==> config.mk <==
export PLATFORM = sky130hd
export DESIGN_NAME = key_event
export DESIGN_NICKNAME = d
export VERILOG_FILES = /design/src/rtl/key_pkg.sv /design/src/rtl/key_edge.sv /design/src/rtl/key_event.sv
export SDC_FILE = /design/constraint.sdc
export NUM_CORES = 1
export LEC_CHECK = 0
export CAP_MARGIN = 0
export CORE_MARGIN = 4
export CORE_UTILIZATION = 37
export CTS_CLUSTER_SIZE = 24
export DETAILED_ROUTE_END_ITERATION = 8
export GPL_ROUTABILITY_DRIVEN = 0
export SETUP_SLACK_MARGIN = 0.02
export SLEW_MARGIN = 20
export SYNTH_ARGS = -nofsm -noshare
export SYNTH_HDL_FRONTEND = slang
export SYNTH_SLANG_ARGS = --single-unit
==> constraint.sdc <==
create_clock -name clk -period 4.5 [get_ports clk]
set_clock_uncertainty 0.1 [all_clocks]
set_input_delay 1.35 -clock clk [delete_from_list [all_inputs] [get_ports clk]]
set_output_delay 1.35 -clock clk [all_outputs]
set_load 0.02 [all_outputs]
==> src/rtl/key_pkg.sv <==
`default_nettype none
// ============================================================================
// Module   : key_pkg
// Purpose  : Shared types and constants for the key event block: one-hot
//            FSM state encodings, default 50 MHz timing constants and the
//            short timing constants used for simulation.
// Ports    : none (package)
// Revision : 1.0 - initial release
// ============================================================================
package key_pkg;

  // One-hot gesture states; any other pattern is treated as illegal.
  typedef enum logic [4:0] {
    ST_IDLE   = 5'b00001,
    ST_PRESS1 = 5'b00010,
    ST_WAIT2  = 5'b00100,
    ST_PRESS2 = 5'b01000,
    ST_LONG   = 5'b10000
  } key_state_e;

  // Default timing at 50 MHz.
  localparam int unsigned c_long_cnt_50m   = 50_000_000;  // 1 s
  localparam int unsigned c_dclick_cnt_50m = 15_000_000;  // 300 ms
  localparam int unsigned c_repeat_cnt_50m = 5_000_000;   // 100 ms
  localparam int unsigned c_cnt_w_50m      = 26;

  // Short timing for simulation.
  localparam int unsigned c_sim_long_cnt   = 20;
  localparam int unsigned c_sim_dclick_cnt = 10;
  localparam int unsigned c_sim_repeat_cnt = 4;

endpackage : key_pkg
`default_nettype wire

==> src/rtl/key_edge.sv <==
`default_nettype none
// ============================================================================
// Module   : key_edge
// Purpose  : Registers the previous key level and flags rising and falling
//            edges of the incoming level.
// Ports    : clk   - system clock
//            rst   - synchronous active-low reset
//            level - debounced key level (1 = pressed)
//            rise  - level went 0 -> 1 since last cycle (combinational)
//            fall  - level went 1 -> 0 since last cycle (combinational)
// Revision : 1.0 - initial release
// ============================================================================
module key_edge #(
  // Previous-level value forced by reset. A value of 1 hides a key that is
  // already held when reset releases until it is released and pressed again.
  parameter logic RESET_VAL = 1'b1
) (
  input  logic clk,
  input  logic rst,
  input  logic level,
  output logic rise,
  output logic fall
);

  logic level_q;
  logic level_d;

  always_comb begin
    level_d = level;
  end

  always_ff @(posedge clk) begin
    if (!rst) begin
      level_q <= RESET_VAL;
    end else begin
      level_q <= level_d;
    end
  end

  assign rise = level & ~level_q;
  assign fall = ~level & level_q;

endmodule : key_edge
`default_nettype wire

==> src/rtl/key_event.sv <==
`default_nettype none
// ============================================================================
// Module   : key_event
// Purpose  : Turns a debounced key level into one-cycle event pulses: press,
//            release, single click, double click, long press and auto-repeat.
// Ports    : clk        - system clock
//            rst        - synchronous active-low reset
//            key_state  - debounced key level (1 = pressed)
//            key_down   - pulse on each accepted press edge
//            key_up     - pulse on each release edge
//            key_click  - pulse when a single short press is confirmed
//            key_dclick - pulse when a double press is confirmed
//            key_long   - pulse when the hold reaches LONG_CNT cycles
//            key_repeat - pulse every REPEAT_CNT cycles while long-held
//            key_busy   - high while a gesture is in progress
// Revision : 1.0 - initial release
// ============================================================================
module key_event
  import key_pkg::*;
#(
  parameter int unsigned LONG_CNT   = c_long_cnt_50m,
  parameter int unsigned DCLICK_CNT = c_dclick_cnt_50m,
  parameter int unsigned REPEAT_CNT = c_repeat_cnt_50m,
  parameter int unsigned CNT_W      = c_cnt_w_50m
) (
  input  logic clk,
  input  logic rst,
  input  logic key_state,
  output logic key_down,
  output logic key_up,
  output logic key_click,
  output logic key_dclick,
  output logic key_long,
  output logic key_repeat,
  output logic key_busy
);

  // Terminal counts: each timer runs 0..N-1 and acts on the N-1 edge.
  localparam logic [CNT_W-1:0] c_long_last   = CNT_W'(LONG_CNT - 1);
  localparam logic [CNT_W-1:0] c_dclick_last = CNT_W'(DCLICK_CNT - 1);
  localparam logic [CNT_W-1:0] c_repeat_last = CNT_W'(REPEAT_CNT - 1);

  logic w_rise;
  logic w_fall;

  key_edge #(
    .RESET_VAL (1'b1)
  ) u_key_edge (
    .clk   (clk),
    .rst   (rst),
    .level (key_state),
    .rise  (w_rise),
    .fall  (w_fall)
  );

  key_state_e       state_q,  state_d;
  logic [CNT_W-1:0] cnt_q,    cnt_d;
  logic             down_q,   down_d;
  logic             up_q,     up_d;
  logic             click_q,  click_d;
  logic             dclick_q, dclick_d;
  logic             long_q,   long_d;
  logic             repeat_q, repeat_d;
  logic             busy_q,   busy_d;

  always_comb begin
    state_d  = state_q;
    cnt_d    = cnt_q;
    click_d  = 1'b0;
    dclick_d = 1'b0;
    long_d   = 1'b0;
    repeat_d = 1'b0;

    // Press/release pulses follow the edges regardless of gesture state.
    down_d   = w_rise;
    up_d     = w_fall;

    case (state_q)
      ST_IDLE: begin
        cnt_d = '0;
        if (w_rise) begin
          state_d = ST_PRESS1;
        end
      end

      ST_PRESS1: begin
        // Release wins over the long-press threshold on the same edge.
        if (w_fall) begin
          state_d = ST_WAIT2;
          cnt_d   = '0;
        end else if (cnt_q == c_long_last) begin
          state_d = ST_LONG;
          cnt_d   = '0;
          long_d  = 1'b1;
        end else begin
          cnt_d = cnt_q + 1'b1;
        end
      end

      ST_WAIT2: begin
        // A second press on the closing edge of the window still counts.
        if (w_rise) begin
          state_d = ST_PRESS2;
          cnt_d   = '0;
        end else if (cnt_q == c_dclick_last) begin
          state_d = ST_IDLE;
          cnt_d   = '0;
          click_d = 1'b1;
        end else begin
          cnt_d = cnt_q + 1'b1;
        end
      end

      ST_PRESS2: begin
        cnt_d = '0;
        if (w_fall) begin
          state_d  = ST_IDLE;
          dclick_d = 1'b1;
        end
      end

      ST_LONG: begin
        if (w_fall) begin
          state_d = ST_IDLE;
          cnt_d   = '0;
        end else if (cnt_q == c_repeat_last) begin
          cnt_d    = '0;
          repeat_d = 1'b1;
        end else begin
          cnt_d = cnt_q + 1'b1;
        end
      end

      default: begin
        // Non-one-hot state: recover silently.
        state_d = ST_IDLE;
        cnt_d   = '0;
      end
    endcase

    // Registered from the next state so it tracks state_q exactly.
    busy_d = (state_d != ST_IDLE);
  end

  always_ff @(posedge clk) begin
    if (!rst) begin
      state_q  <= ST_IDLE;
      cnt_q    <= '0;
      down_q   <= 1'b0;
      up_q     <= 1'b0;
      click_q  <= 1'b0;
      dclick_q <= 1'b0;
      long_q   <= 1'b0;
      repeat_q <= 1'b0;
      busy_q   <= 1'b0;
    end else begin
      state_q  <= state_d;
      cnt_q    <= cnt_d;
      down_q   <= down_d;
      up_q     <= up_d;
      click_q  <= click_d;
      dclick_q <= dclick_d;
      long_q   <= long_d;
      repeat_q <= repeat_d;
      busy_q   <= busy_d;
    end
  end

  assign key_down   = down_q;
  assign key_up     = up_q;
  assign key_click  = click_q;
  assign key_dclick = dclick_q;
  assign key_long   = long_q;
  assign key_repeat = repeat_q;
  assign key_busy   = busy_q;

endmodule : key_event
`default_nettype wire
==> flow_metrics.tcl, run 1 <==
set metrics [dict create \
    status "finished, final reports clean" \
    holdPathStages 1 \
    max-vdd-ir-drop_mv 0.237 \
    r2r_end "cnt_q[5]$_SDFF_PN0_" \
    final_cell_mix "dfxtp_1 (39), nor2_1 (35), xnor2_1 (18)" \
    p_clk_share_pct 38.2 \
    antenna_left 0 \
    rsz0062_at_grt "false" \
    r2r_start "cnt_q[0]$_SDFF_PN0_" \
    row_count 25 \
    min_to "cnt_q[0]$_SDFF_PN0_" \
    drc_errors 0 \
    cap_violations 0 \
    worstRegToRegCells 7 \
    top_register "cnt_q" \
    syn_inst 215 \
    nets 229 \
    max_slew_margin_pct 65.4 \
    fin_crit_ns 3.07 \
    intPower_mw 0.462 \
    placed_cells 285 \
    drive_gt1_share_pct 4.87 \
    syn2layout_area_growth_pct 11.9 \
    pwr-share-comb_pct 2.2 \
    start_kind "input pin" \
    r2r_slack_ns 1.95 \
    port_buffers 9 \
    vias 1488 \
    cts-root-buf "clkbuf_8" \
    clk_pin_slew_worst_paths_ns 0.07 \
    start_util_pct 38.8 \
    finalCritPeriodShare_pct 68.3 \
    hold_viol 0 \
    power.switching_mw 0.124 \
    timing.fmax_ghz 0.325 \
    hold_class "reg2reg" \
    ys_types 43 \
    ys_warn_count 0 \
    total_power_mw 0.586 \
    cts.sinks 39 \
    cts_resized 0 \
    hpwl_um 2530 \
    antenna_cells 0 \
    async_flop_share_pct 0 \
    grt_pass1_wl_um 6360 \
    fin_util_pct 43.4 \
    synth_area_um2 1860 \
    dieHeight_um 78.8 \
    slew_viol_final 0 \
    drt-total-wl_um 3550 \
    vias_per_cell 5.08 \
    p_seq_share_pct 59.6 \
    largest_reg_flops 26 \
    synthesis.nets 219 \
    ios 10 \
    routedWlPerCell_um 12.1 \
    cp_max_fo 26 \
    synth_seq_cells 39 \
    reg.largest.list "cnt_q x26, state_q x5" \
    fin_tns_setup_ns 0 \
    syn_avg_cell_area_um2 8.64 \
    grt_pass1_vias 1430 \
    grt_overflow 0 \
    die_area_um2 6220 \
    holdBufCountCts 0 \
    clk_latency_ns 0.29 \
    core-area_um2 4790 \
    min-delay-start "cnt_q[0]$_SDFF_PN0_" \
    fin_cells 293 \
    grt_usage_pct 12.8 \
    whs_ns 0.378 \
    synth_top_flop_cell "dfxtp_1" \
    switching_share_pct 21.1 \
    setup_viol 0 \
    grt_max_degree 27 \
    worst_ep_required_time_ns 4.62 \
    worst_pin_slew_ns 0.515 \
    tritoncts "yes" \
    post_cts_buffers 0 \
    powerDensity_nw_per_um2 282 \
    cp-end-kind "flip-flop" \
    clockBufferDepth 2 \
    drt_iter0_drc 49 \
    synth_edf_count 0 \
    cp.arrival_ns 3.19 \
    antenna_found_initial 0 \
    path_class "in2reg" \
    final_common_cell "dfxtp_1" \
    numCtsBuffers 5 \
    synth_seq_area_share_pct 42.0 \
    p_leak_nw 0.605 \
    die_width_um 78.8 \
    htreeDepth 2 \
    firstDrtPassIters 4 \
]
-- power by group through the flow --
stage          clock, mW  sequential, mW  combinational [mW]
3_5_place_dp           0           0.357              0.0128
2_1_floorplan          0           0.357             0.00679
6_report           0.224           0.349              0.0129
4_1_cts            0.233           0.349              0.0128
5_1_grt            0.248           0.349              0.0143
3_3_place_gp           0           0.357              0.0130
-- worst max-delay path, stage by stage --
cell	delay, ns
clkdlybuf4s50_1	0.52
nor2b_1	0.22
nor4bb_1	0.42
o31a_1	0.26
a211oi_4	0.05
buf_4	0.23
nor2_1	0.14
-- area by class of cell --
type / count / area, µm²
tap: 67 / 83.8
sequential: 39 / 781
multi-input combinational: 162 / 1010
timing repair buffer: 10 / 97.6
inverter: 7 / 26.3
clock inverter: 1 / 5.00
fill: 507 / 2710
clock buffer: 7 / 76.3
-- synth_stat cells (2+ instances only) --
| cell | n | area share (%) |
|---|---|---|
| and2_1 | 9 | 3.0 |
| and4_1 | 4 | 1.9 |
| buf_6 | 2 | 1.2 |
| clkbuf_1 | 5 | 1.0 |
| dfxtp_1 | 39 | 42 |
| inv_1 | 7 | 1.4 |
| nand2_1 | 13 | 2.6 |
| nand2b_1 | 2 | 0.67 |
| nand3_1 | 11 | 3.0 |
| nand3b_1 | 2 | 0.81 |
| nand4_1 | 5 | 1.7 |
| nor2_1 | 35 | 7.1 |
| nor2b_1 | 5 | 1.7 |
| nor3_1 | 12 | 3.2 |
| nor4_1 | 7 | 2.4 |
| nor4b_1 | 2 | 0.94 |
| o21ai_0 | 2 | 0.54 |
| o31a_1 | 2 | 0.94 |
| or3_1 | 4 | 1.3 |
| xnor2_1 | 18 | 8.5 |
| xor2_1 | 7 | 3.3 |
-- cell families (layout without fill, tap and decap cells) --
family	Yosys count	in the layout	synth area share [%]
and+or+nand+nor	122	122	35.5
DFF	39	39	42.0
xor gates and xnor gates	25	25	11.8
AOI/OAI and AO/OA	14	14	6.34
buffers and inverters	14	25	3.64
adders and majority gates	1	1	0.674
-- per-stage QoR --
step | cell area [µm²] | worst slack, ns
after detailed placement | 2000 | 1.13
after global placement | 2000 | 1.14
after global routing | 2080 | 1.26
final | 2080 | 1.43
after CTS | 2080 | 1.43
after floorplan | 1860 | 1.87
-- routing by layer --
layer,vias to the layer above,track usage (%),part of all wire [%]
met5,-,0,0
met4,0,5.33,2.1
met3,9,3.74,5.2
met2,31,20.5,44
met1,683,16.2,49
li1,765,-,-
-- worst max-delay path by stage --
stage                                      end       from  slack, ns  cells after the start
after floorplan           cnt_q[10]$_SDFF_PN0_  key_state       1.87                      6
after global placement     cnt_q[1]$_SDFF_PN0_  key_state       1.14                      7
after detailed placement   cnt_q[5]$_SDFF_PN0_  key_state       1.13                      7
after CTS                  cnt_q[5]$_SDFF_PN0_  key_state       1.43                      7
after global routing      cnt_q[19]$_SDFF_PN0_  key_state       1.26                      7
final                      cnt_q[5]$_SDFF_PN0_  key_state       1.43                      7
No activity file was read; power rests on OpenSTA's default activity.
==> run 2, diff against run 1 <==
- clock period: 4.5 -> 2.7 ns (I/O delays scaled with it)
==> flow_metrics.tcl, run 2 (synthesized netlist as in run 1, its figures left out) <==
set metrics [dict create \
    fin_tns_setup_ns 0 \
    path_class "in2reg" \
    hold_class "reg2reg" \
    antenna_cells 0 \
    grt_usage_pct 13.2 \
    antenna_left 0 \
    cp_max_fo 26 \
    worst_ep_required_time_ns 2.83 \
    cts-root-buf "clkbuf_8" \
    grt_max_degree 27 \
    fin_cells 296 \
    top_register "cnt_q" \
    start_kind "input pin" \
    clk_pin_slew_worst_paths_ns 0.07 \
    powerDensity_nw_per_um2 486 \
    holdBufCountCts 0 \
    drc_errors 0 \
    post_cts_buffers 0 \
    cp_slowest_stage_delay_ns 0.46 \
    crit_family "simple AND/OR/NAND/NOR gates" \
    grt_pass1_wl_um 6430 \
    cp-end-kind "flip-flop" \
    port_buffers 9 \
    clk_latency_ns 0.29 \
    finalCritPeriodShare_pct 88.4 \
    antenna_found_initial 0 \
    setup_viol 0 \
    grt_pass1_vias 1427 \
    final_cell_mix "dfxtp_1 (39), nor2_1 (35), xnor2_1 (18)" \
    cts.sinks 39 \
    fin_crit_ns 2.39 \
    drt-total-wl_um 3560 \
    ios 10 \
    clockBufferDepth 2 \
    die_width_um 78.8 \
    start_util_pct 38.8 \
    cap_violations 0 \
    row_count 25 \
    hpwl_um 2500 \
    slew_viol_final 0 \
    drive_gt1_share_pct 6.55 \
    grt_overflow 0 \
    nets 232 \
    max_slew_margin_pct 65.8 \
    syn2layout_area_growth_pct 14.8 \
    firstDrtPassIters 4 \
    whs_ns 0.372 \
    numCtsBuffers 5 \
    rsz0062_at_grt "false" \
    worst_pin_slew_ns 0.509 \
    max-vdd-ir-drop_mv 0.275 \
    vias_per_cell 4.94 \
    pre_cts_slack_ns 0.0142 \
    die_area_um2 6220 \
    final_common_cell "dfxtp_1" \
    crit_buf_inv 2 \
    htreeDepth 2 \
    tritoncts "yes" \
    p_leak_nw 0.634 \
    timing.fmax_ghz 0.419 \
    core-area_um2 4790 \
    largest_reg_flops 26 \
    dieHeight_um 78.8 \
    cp.arrival_ns 2.52 \
    status "finished, final reports clean" \
    fin_ws_ns 0.313 \
    routedWlPerCell_um 12.0 \
    hold_viol 0 \
    crit_chain "clkdlybuf4s50_1 > nor2b_1 > nor4bb_1 > o31a_1 > a211oi_4 > buf_12 > nor2_1" \
    cts_resized 0 \
    placed_cells 288 \
    vias 1462 \
    reg.largest.list "cnt_q x26, state_q x5" \
    drt_iter0_drc 38 \
    fillers 464 \
    slowest_stage "clkdlybuf4s50_1" \
]
==> run 2: cell count changes in the layout (fill, tap and decap cells not counted) <==
| cell | before | now |
|---|---|---|
| clkinv_2 | 1 | 0 |
| clkbuf_8 | 5 | 7 |
| buf_12 | 0 | 1 |
| clkbuf_1 | 2 | 1 |
| buf_4 | 1 | 3 |
==> run 2: layer usage <==
layer  routed length [µm]  up-vias  GRT usage [%]
met5                    0        -              0
met4                   91        0           7.22
met3                  120        9           3.51
met2                 1560       17           20.5
met1                 1800      660           16.6
li1                     -      776              -
==> run 2: stage by stage <==
| step | total power, mW | utilization (%) | area (µm²) |
|---|---|---|---|
| 2_1_floorplan | 0.607 | - | 1860 |
| 5_1_grt | 1.08 | 44.5 | 2130 |
| 4_1_cts | 1.05 | 44.5 | 2130 |
| 3_5_place_dp | 0.619 | 42.5 | 2030 |
| 6_report | 1.04 | 44.5 | 2130 |
| 3_3_place_gp | 0.619 | 42.5 | 2030 |
==> run 2: report_power, final <==
group	switching [mW]	internal, mW	leakage (nW)
sequential	0.00327	0.578	0.315
combinational	0.0116	0.0125	0.268
clock	0.197	0.233	0.0515
total	0.212	0.824	0.634
==> run 2: path summary, 6_finish.rpt <==
path         cells after the start              endpoint  slack [ns]                 from
max                              7  cnt_q[23]$_SDFF_PN0_        0.31            key_state
max reg2reg                      6  cnt_q[23]$_SDFF_PN0_        0.47  cnt_q[7]$_SDFF_PN0_
min reg2reg                      1   cnt_q[0]$_SDFF_PN0_        0.37  cnt_q[0]$_SDFF_PN0_
min                              1   cnt_q[0]$_SDFF_PN0_        0.37  cnt_q[0]$_SDFF_PN0_
==> run 2: final cells by class <==
cell class / instances / area, µm² / share of cell area (%)
inverters: 7 / 26.3 / 1.23
clock buffers: 8 / 100 / 4.69
well taps: 67 / 83.8 / 3.93
repair buffers: 13 / 133 / 6.22
flip-flops and latches: 39 / 781 / 36.6
multi-input cells: 162 / 1010 / 47.3
